$ cat config.mk
export PLATFORM = sky130hd
export DESIGN_NAME = bcd_scan_display
export DESIGN_NICKNAME = d
export VERILOG_FILES = /design/src/rtl/bcd_scan_display.sv
export SDC_FILE = /design/constraint.sdc
export NUM_CORES = 1
export LEC_CHECK = 0
export CAP_MARGIN = 40
export CORE_UTILIZATION = 44
export DETAILED_ROUTE_END_ITERATION = 8
export DONT_BUFFER_PORTS = 1
export HOLD_SLACK_MARGIN = 0.05
export PLACE_DENSITY = 0.63
export SLEW_MARGIN = 15
export SYNTH_ARGS = -nofsm -noshare
export SYNTH_HDL_FRONTEND = slang
export SYNTH_SLANG_ARGS = --single-unit
export TNS_END_PERCENT = 100
$ cat constraint.sdc
create_clock -name clk -period 1.85 [get_ports clk]
set_input_delay 0.185 -clock clk [delete_from_list [all_inputs] [get_ports clk]]
set_output_delay 0.185 -clock clk [all_outputs]
set_load 0.03 [all_outputs]
$ cat src/rtl/bcd_scan_display.sv
`default_nettype none
// ============================================================================
//  Module      : bcd_scan_display
//  Description : Converts two 6-bit binary fields (high/low, e.g. minutes and
//                seconds) into four BCD digits with a sequential shift-add-3
//                engine, then time-multiplexes the digits onto a single
//                active-low 7-segment bus.
//  Ports       : clk        - system clock, rising edge
//                clear      - synchronous active-high reset
//                value_hi   - binary count shown on digits 3..2
//                value_lo   - binary count shown on digits 1..0
//                dp_en      - lights the decimal point of digit 2
//                an         - digit enables, active low, one-hot-low
//                seg        - cathodes, active low, seg[0]=a .. seg[6]=g
//                dp         - decimal point, active low
//                digits     - {hi_tens, hi_ones, lo_tens, lo_ones}
//                conv_done  - one-cycle pulse when digits is updated
//  Revision    : 1.0 - initial release
// ============================================================================
module bcd_scan_display #(
    parameter int SCAN_DIV = 50000,
    parameter int WIDTH    = 6
) (
    input  logic             clk,
    input  logic             clear,
    input  logic [WIDTH-1:0] value_hi,
    input  logic [WIDTH-1:0] value_lo,
    input  logic             dp_en,
    output logic [3:0]       an,
    output logic [6:0]       seg,
    output logic             dp,
    output logic [15:0]      digits,
    output logic             conv_done
);

    // ------------------------------------------------------------------------
    // Constants
    // ------------------------------------------------------------------------
    localparam logic [1:0] S_LOAD   = 2'd0;
    localparam logic [1:0] S_SHIFT  = 2'd1;
    localparam logic [1:0] S_UPDATE = 2'd2;

    localparam logic [2:0] ITER_LAST = 3'(WIDTH - 1);

    localparam int               CNT_W     = (SCAN_DIV > 1) ? $clog2(SCAN_DIV) : 1;
    localparam logic [CNT_W-1:0] SCAN_LAST = CNT_W'(SCAN_DIV - 1);

    localparam logic [6:0] GLYPH_ZERO = 7'b1000000;

    // ------------------------------------------------------------------------
    // Helper functions
    // ------------------------------------------------------------------------
    // Double-dabble correction: any BCD nibble of 5 or more gets +3 so that
    // the following left shift carries correctly into the next decade.
    function automatic logic [7:0] add3(input logic [7:0] b);
        logic [7:0] r;
        r = b;
        if (r[3:0] >= 4'd5) r[3:0] = r[3:0] + 4'd3;
        if (r[7:4] >= 4'd5) r[7:4] = r[7:4] + 4'd3;
        return r;
    endfunction

    // Active-low gfedcba decode; codes 10..15 cannot occur but are blanked.
    function automatic logic [6:0] seg_decode(input logic [3:0] d);
        logic [6:0] s;
        case (d)
            4'd0:    s = 7'b1000000;
            4'd1:    s = 7'b1111001;
            4'd2:    s = 7'b0100100;
            4'd3:    s = 7'b0110000;
            4'd4:    s = 7'b0011001;
            4'd5:    s = 7'b0010010;
            4'd6:    s = 7'b0000010;
            4'd7:    s = 7'b1111000;
            4'd8:    s = 7'b0000000;
            4'd9:    s = 7'b0010000;
            default: s = 7'b1111111;
        endcase
        return s;
    endfunction

    // ------------------------------------------------------------------------
    // Registers
    // ------------------------------------------------------------------------
    logic [1:0]       state_q,    state_d;
    logic [2:0]       iter_q,     iter_d;
    logic [WIDTH-1:0] bin_hi_q,   bin_hi_d;
    logic [WIDTH-1:0] bin_lo_q,   bin_lo_d;
    logic [7:0]       bcd_hi_q,   bcd_hi_d;
    logic [7:0]       bcd_lo_q,   bcd_lo_d;
    logic [15:0]      digits_q,   digits_d;
    logic             done_q,     done_d;
    logic [CNT_W-1:0] scan_cnt_q, scan_cnt_d;
    logic [1:0]       idx_q,      idx_d;
    logic [3:0]       an_q,       an_d;
    logic [6:0]       seg_q,      seg_d;
    logic             dp_q,       dp_d;

    logic [7:0]       w_adj_hi;
    logic [7:0]       w_adj_lo;
    logic [3:0]       w_sel_digit;

    assign w_adj_hi = add3(bcd_hi_q);
    assign w_adj_lo = add3(bcd_lo_q);

    // ------------------------------------------------------------------------
    // Conversion FSM: LOAD (1) -> SHIFT (WIDTH) -> UPDATE (1) -> LOAD ...
    // ------------------------------------------------------------------------
    always_comb begin
        state_d  = state_q;
        iter_d   = iter_q;
        bin_hi_d = bin_hi_q;
        bin_lo_d = bin_lo_q;
        bcd_hi_d = bcd_hi_q;
        bcd_lo_d = bcd_lo_q;
        digits_d = digits_q;
        done_d   = 1'b0;

        case (state_q)
            S_LOAD: begin
                bin_hi_d = value_hi;
                bin_lo_d = value_lo;
                bcd_hi_d = '0;
                bcd_lo_d = '0;
                iter_d   = '0;
                state_d  = S_SHIFT;
            end
            S_SHIFT: begin
                // The MSB of the binary operand shifts into the scratch LSB.
                {bcd_hi_d, bin_hi_d} = {w_adj_hi, bin_hi_q} << 1;
                {bcd_lo_d, bin_lo_d} = {w_adj_lo, bin_lo_q} << 1;
                if (iter_q == ITER_LAST) begin
                    iter_d  = '0;
                    state_d = S_UPDATE;
                end else begin
                    iter_d  = iter_q + 3'd1;
                end
            end
            S_UPDATE: begin
                digits_d = {bcd_hi_q, bcd_lo_q};
                done_d   = 1'b1;
                state_d  = S_LOAD;
            end
            default: begin
                state_d = S_LOAD;
            end
        endcase
    end

    // ------------------------------------------------------------------------
    // Scan timing and registered display outputs
    // ------------------------------------------------------------------------
    always_comb begin
        scan_cnt_d = scan_cnt_q + CNT_W'(1);
        idx_d      = idx_q;
        if (scan_cnt_q == SCAN_LAST) begin
            scan_cnt_d = '0;
            idx_d      = idx_q + 2'd1;
        end
    end

    always_comb begin
        case (idx_q)
            2'd0:    w_sel_digit = digits_q[3:0];
            2'd1:    w_sel_digit = digits_q[7:4];
            2'd2:    w_sel_digit = digits_q[11:8];
            default: w_sel_digit = digits_q[15:12];
        endcase
    end

    // an, seg and dp are all derived from the same idx_q/digits_q and load on
    // the same edge, so the bus never shows one digit's glyph on another's
    // enable.
    always_comb begin
        an_d  = ~(4'b0001 << idx_q);
        seg_d = seg_decode(w_sel_digit);
        dp_d  = ~((idx_q == 2'd2) & dp_en);
    end

    // ------------------------------------------------------------------------
    // State update
    // ------------------------------------------------------------------------
    always_ff @(posedge clk) begin
        if (clear) begin
            state_q    <= S_LOAD;
            iter_q     <= '0;
            bin_hi_q   <= '0;
            bin_lo_q   <= '0;
            bcd_hi_q   <= '0;
            bcd_lo_q   <= '0;
            digits_q   <= '0;
            done_q     <= 1'b0;
            scan_cnt_q <= '0;
            idx_q      <= '0;
            an_q       <= 4'b1110;
            seg_q      <= GLYPH_ZERO;
            dp_q       <= 1'b1;
        end else begin
            state_q    <= state_d;
            iter_q     <= iter_d;
            bin_hi_q   <= bin_hi_d;
            bin_lo_q   <= bin_lo_d;
            bcd_hi_q   <= bcd_hi_d;
            bcd_lo_q   <= bcd_lo_d;
            digits_q   <= digits_d;
            done_q     <= done_d;
            scan_cnt_q <= scan_cnt_d;
            idx_q      <= idx_d;
            an_q       <= an_d;
            seg_q      <= seg_d;
            dp_q       <= dp_d;
        end
    end

    assign an        = an_q;
    assign seg       = seg_q;
    assign dp        = dp_q;
    assign digits    = digits_q;
    assign conv_done = done_q;

endmodule
`default_nettype wire

==> impl_metrics.ini, run 1 <==
[cells_and_area]
fin_area_um2 = 4590
num_antenna_cells = 0
final_common_cell = nor2_1
nNetsFinal = 514
fin_cells = 589
area_delta_synth_final_pct = 29.0
drive_gt1_frac = 0.181
nFillCells = 703
layout_common_cells = nor2_1, dfxtp_1, nand2_1, a21oi_1

[worst_setup_path]
cp.arrival_ns = 2.23
critical_path_class = reg2reg
critPathLaunch = idx_q[0]$_SDFFE_PP0N_
crit_path_cell_trace = inv_4, ha_4, buf_6, a222oi_1, mux2i_2, buf_4, or2_1, a22oi_1, nor2_1
r2r-end = seg[2]$_SDFF_PP0_
r2r_start = idx_q[0]$_SDFFE_PP0N_
reg2regPathDepth = 9
crit_fanout = 3
critPathRequiredTime_ns = 2.10
critPathBufInv = 3
path_delay_family = compound AO/OA/AOI/OAI gates
critPathMaxStageDelay_ns = 0.42
crit_path_end_kind = register
r2r_slack_ns = -0.13
critPathSlowestCell = a222oi_1
startpoint_type = register

[floorplan]
core.rowCount = 32
fp.dieH_um = 92.0
die_x_um = 92.0
start_util = 0.458
core_um2 = 7770
pin_count = 44
dieArea_um2 = 8460

[logic_synthesis]
synthTopCellsByArea = dfxtp_1, nor2_1, ha_1
synth_warnings = 0
yosysTopAreaCell = dfxtp_1
seq_area_frac_synth = 0.450
syn_area_um2 = 3560
ys_ff_latch = 80
synth_cell_types = 36
syn_inst = 423
yosysTopAreaCellShare = 0.450
syn_area_per_cell_um2 = 8.42
syn-num-nets = 455

[cts]
cts_max_path_buffers = 2
cts-root-buf = clkbuf_8
cts_tree = yes
numClockSinks = 80
htreeDepth = 3
cts_buffers = 9
clk_latency_ns = 0.36
clkTransAtPathRegs_ns = 0.09

[placed_design]
dp_cells = 534
hpwl_um = 4840
routabilityCongestion = 0.882
port_buffers = 0
placed_area_um2 = 3840

[timing]
min_period_ns = 1.98
slew_violations = 0
maxSlewHeadroom = 0.659
hold_viol_final = 32
setup_violations = 7
finalWorstSetupSlack_ns = -0.130
holdWs_ns = -0.103
rsz0062_at_grt = yes
max_freq_ghz = 0.505
period_share = 1.07
tightest_slew_ns = 0.511
fin_skew_ns = 0.00924

[detailed_routing]
route.detailed.drc = 0
first_iter_violations = 94
via_per_inst = 5.18
dr.pass1.iters = 4
wirelength_um = 7720
wl_per_cell_um = 13.1
ant_nets = 0
num_vias = 3050

[min_path]
holdCritStartpoint = clear
min_path_cells = 1
hold_path_class = in2reg
worstHoldEndpoint = seg[3]$_SDFF_PP0_

[pwr]
p_int_w = 0.00258
pwr-share-comb = 0.037
power.share.clock = 0.433
p_leak_nw = 1.88
pwr-share-seq = 0.531
power.density_nw_per_um2 = 721
ir_worst_vdd_mv = 0.442
swShare = 0.222
p_switching_w = 0.000736

[global_route]
grt_max_degree = 67
grt_pass1_vias = 2844
gr-usage-all-layers = 0.193
overflow = 0
antenna_found_initial = 0
grt_pass1_wl_um = 13100

[status]
outcome = complete, but fails checks
violations = negative hold slack, negative setup slack

[job]
maxCapViolations = 0
[layer usage]
layer | GRT usage | vias up | share of wire
met1 | 0.241 | 1414 | 0.46
met5 | 0 | - | 0
met4 | 0.0859 | 0 | 0.026
met2 | 0.313 | 75 | 0.46
met3 | 0.0481 | 20 | 0.056
li1 | - | 1541 | -
[state kept, by name, indices dropped and copies added (netlist names)]
signal      flops
state_q         2
bcd_lo_q        8
an              4
digits         16
iter_q          3
idx_q           2
bin_hi_q        6
bin_lo_q        6
seg             7
conv_done       1
dp              1
scan_cnt_q     16
bcd_hi_q        8
[power by group through the flow]
stage	combinational (W)	clock, W	sequential (W)
6_report	0.000122	0.00143	0.00176
3_5_place_dp	0.0000918	0	0.00180
4_1_cts	0.000120	0.00145	0.00176
2_1_floorplan	0.0000941	0	0.00180
5_1_grt	0.000140	0.00153	0.00176
3_3_place_gp	0.0000881	0	0.00180
[synthesized netlist by cell type]
| cell type | number |
|---|---|
| nand3b_1 | 1 |
| inv_1 | 18 |
| and3_1 | 3 |
| nand2_1 | 50 |
| or2_1 | 1 |
| nor2_1 | 75 |
| a32oi_1 | 2 |
| o21bai_1 | 1 |
| a21o_1 | 2 |
| nor4b_1 | 1 |
| a21oi_1 | 37 |
| nand2b_1 | 8 |
| nor4_2 | 1 |
| nand3_1 | 10 |
| xor2_1 | 12 |
| a222oi_1 | 2 |
| nor2_2 | 1 |
| a311oi_1 | 1 |
| o21ai_0 | 10 |
| and4_1 | 2 |
| nand4_1 | 4 |
| nor4_1 | 1 |
| a22oi_1 | 20 |
| a22o_1 | 2 |
| buf_2 | 6 |
| nor2b_1 | 4 |
| nand2b_2 | 1 |
| inv_2 | 1 |
| clkbuf_1 | 18 |
| nor3_1 | 3 |
| mux2i_1 | 16 |
| xnor2_1 | 9 |
| nor3b_1 | 1 |
| mux2i_2 | 2 |
| ha_1 | 17 |
| dfxtp_1 | 80 |
[timing repair]
| action | in CTS | in global routing |
|---|---|---|
| gates resized for setup | 14 | 35 |
| setup endpoints to repair | 7 | 23 |
| pin swaps | 10 | 9 |
| setup buffers | 3 | 2 |
| gates cloned | 0 | 0 |
| hold endpoints to repair | 65 | 37 |
| hold buffers | 29 | 5 |
[final cells by class]
class | count | area, um2 | share of cell area
clock inverters | 6 | 92.6 | 0.0202
clock buffers | 10 | 128 | 0.0278
inverters | 19 | 81.3 | 0.0177
well taps | 102 | 128 | 0.0278
repair buffers | 72 | 644 | 0.140
multi-input cells | 300 | 1900 | 0.413
flip-flops and latches | 80 | 1620 | 0.353
[how the worst max path moves through the flow]
stage / cells after the start / endpoint / slack, ns
final: 9 / seg[2]$_SDFF_PP0_ / -0.13
after global routing: 8 / seg[1]$_SDFF_PP0_ / -0.22
after CTS: 8 / seg[1]$_SDFF_PP0_ / -0.06
after detailed placement: 7 / seg[3]$_SDFF_PP0_ / -0.15
after global placement: 7 / seg[3]$_SDFF_PP0_ / -0.05
after floorplan: 7 / seg[3]$_SDFF_PP0_ / 0.01
[cells by family after synthesis]
family | share of synthesized area
compound gates | 0.132
xor+xnor | 0.0517
fa+ha+maj | 0.0597
simple gates | 0.206
flops | 0.450
mux | 0.0527
buf+inv | 0.0474
[through the flow]
| step | setup TNS [ns] | hold WS (ns) | util | worst slack, ns | total power, W |
|---|---|---|---|---|---|
| after floorplan | 0 | 0.269 | - | 0.0149 | 0.00189 |
| after global placement | -0.0960 | 0.262 | 0.494 | -0.0502 | 0.00189 |
| after detailed placement | -0.500 | 0.267 | 0.495 | -0.154 | 0.00189 |
| after CTS | -0.162 | -0.120 | 0.568 | -0.0609 | 0.00333 |
| after global routing | -1.38 | -0.136 | 0.591 | -0.224 | 0.00343 |
| final | -0.685 | -0.103 | 0.591 | -0.130 | 0.00331 |
Power figures use the tool's default switching activity.
==> run 2: changes to the inputs <==
--- a/config.mk
+++ b/config.mk
@@ -7,10 +7,11 @@
 export LEC_CHECK = 0
 export CAP_MARGIN = 40
 export CORE_UTILIZATION = 44
+export CTS_CLUSTER_SIZE = 40
 export DETAILED_ROUTE_END_ITERATION = 8
 export DONT_BUFFER_PORTS = 1
 export HOLD_SLACK_MARGIN = 0.05
-export PLACE_DENSITY = 0.63
+export PLACE_DENSITY = 0.61
 export SLEW_MARGIN = 15
 export SYNTH_ARGS = -nofsm -noshare
 export SYNTH_HDL_FRONTEND = slang
==> constraint.sdc (replaced) <==
create_clock -name clk -period 2.15 [get_ports clk]
set_input_delay 0.215 -clock clk [delete_from_list [all_inputs] [get_ports clk]]
set_output_delay 0.215 -clock clk [all_outputs]
set_load 0.03 [all_outputs]
==> impl_metrics.ini, run 2 (synthesized netlist as in run 1, its figures left out) <==
[cells_and_area]
num_antenna_cells = 0
drive_gt1_frac = 0.101
layout_common_cells = dfxtp_1, nor2_1, nand2_1, a21oi_1, a22oi_1
nNetsFinal = 465
final_common_cell = dfxtp_1
area_delta_synth_final_pct = 12.5

[cts]
cts-root-buf = clkbuf_8
numClockSinks = 80
cts_max_path_buffers = 2
clk_latency_ns = 0.35
cts_buffers = 9
cts_tree = yes
htreeDepth = 3
clkTransAtPathRegs_ns = 0.08

[pwr]
p_leak_nw = 1.60
power.density_nw_per_um2 = 700
finalPower_w = 0.00281
ir_worst_vdd_mv = 0.458

[timing]
rsz0062_at_grt = no
slew_violations = 0
setup_violations = 0
hold_viol_final = 0
maxSlewHeadroom = 0.564
tightest_slew_ns = 0.654
fin_setup_tns_ns = 0
min_period_ns = 2.02
max_freq_ghz = 0.494
period_share = 0.942
fin_skew_ns = 0.0104

[worst_setup_path]
critPathMaxStageDelay_ns = 0.39
path_delay_family = adder cells
crit_path_cell_trace = inv_1, ha_2, a222oi_1, mux2i_2, ha_1, nand2_1, a21oi_1, nor2_1
cp.arrival_ns = 2.26
critical_path_class = reg2reg
critPathSlowestCell = a222oi_1
crit_fanout = 6
critPathBufInv = 1
startpoint_type = register
critPathRequiredTime_ns = 2.39
crit_path_end_kind = register
r2r_slack_ns = 0.13

[job]
maxCapViolations = 0

[placed_design]
hpwl_um = 4950
routabilityCongestion = 0.855
port_buffers = 0

[detailed_routing]
drt-met1-wl_um = 3250
via_per_inst = 5.14
wl_met3_um = 398
num_vias = 2771
dr.pass1.iters = 4
wirelength_um = 7220
route.detailed.drc = 0
wl_met2_um = 3520
ant_nets = 0
top_layer = met4
wl_per_cell_um = 13.4
first_iter_violations = 128

[global_route]
grt_max_degree = 66
grt_pass1_vias = 2657
overflow = 0
gr-usage-all-layers = 0.186
antenna_found_initial = 0
grt_pass1_wl_um = 12400

[floorplan]
dieArea_um2 = 8460
start_util = 0.458
core_um2 = 7770
fp.dieH_um = 92.0
core.rowCount = 32
die_x_um = 92.0
pin_count = 44

[status]
outcome = finished, final reports clean

[min_path]
hold_path_class = in2reg
==> run 2: repair_timing <==
action,4_1_cts,5_1_grt
hold buffers,4,0
setup endpoints to repair,0,5
endpoints found under the hold margin,65,0
resized for setup,0,4
setup buffers,0,0
==> run 2: worst paths after layout <==
check,startpoint,endpoint,cells past startpoint
worst min register to register,scan_cnt_q[0]$_SDFF_PP0_,scan_cnt_q[0]$_SDFF_PP0_,1
worst max-delay path,idx_q[0]$_SDFFE_PP0N_,seg[1]$_SDFF_PP0_,8
worst min-delay path,value_hi[3],bin_hi_q[3]$_SDFFE_PP0P_,4
worst max register to register,idx_q[0]$_SDFFE_PP0N_,seg[1]$_SDFF_PP0_,8
==> run 2: layout make-up <==
cell class | count | area [um2]
sequential | 80 | 1600
fill | 763 | 3760
multi-input combinational | 300 | 1800
tap | 102 | 128
clock inverter | 5 | 81.3
clock buffer | 10 | 128
inverter | 19 | 71.3
timing repair buffer | 23 | 200
==> run 2: report_power, final <==
part / total, W / switching, W / internal (W)
Clock: 0.00118 / 0.000533 / 0.000650
Combinational: 0.000106 / 0.0000608 / 0.0000457
Sequential: 0.00152 / 0.0000149 / 0.00150
==> run 2: per-stage QoR <==
| stage | cells | instance area, um2 | util | setup slack (ns) | hold WS, ns |
|---|---|---|---|---|---|
| 2_1_floorplan | 423 | 3560 | - | 0.254 | 0.299 |
| 3_3_place_gp | 520 | 3730 | 0.481 | 0.157 | 0.294 |
| 3_5_place_dp | 520 | 3730 | 0.481 | 0.0617 | 0.293 |
| 4_1_cts | 539 | 4000 | 0.515 | 0.0328 | 0.116 |
| 5_1_grt | 539 | 4010 | 0.516 | 0.00583 | 0.131 |
| 6_report | 539 | 4010 | 0.516 | 0.125 | 0.136 |
==> run 2: routing by layer <==
layer  vias up  global-route usage
met1      1270               0.217
met3         4              0.0680
li1       1437                   -
met4         0              0.0586
met2        60               0.317
met5         -                   0
==> run 2: worst reg2reg max path, cell delays in order, from the launching register on <==
cell	delay, ns
dfxtp_2	0.37
inv_1	0.09
ha_2	0.22
a222oi_1	0.39
mux2i_2	0.22
ha_1	0.35
nand2_1	0.06
a21oi_1	0.16
nor2_1	0.05
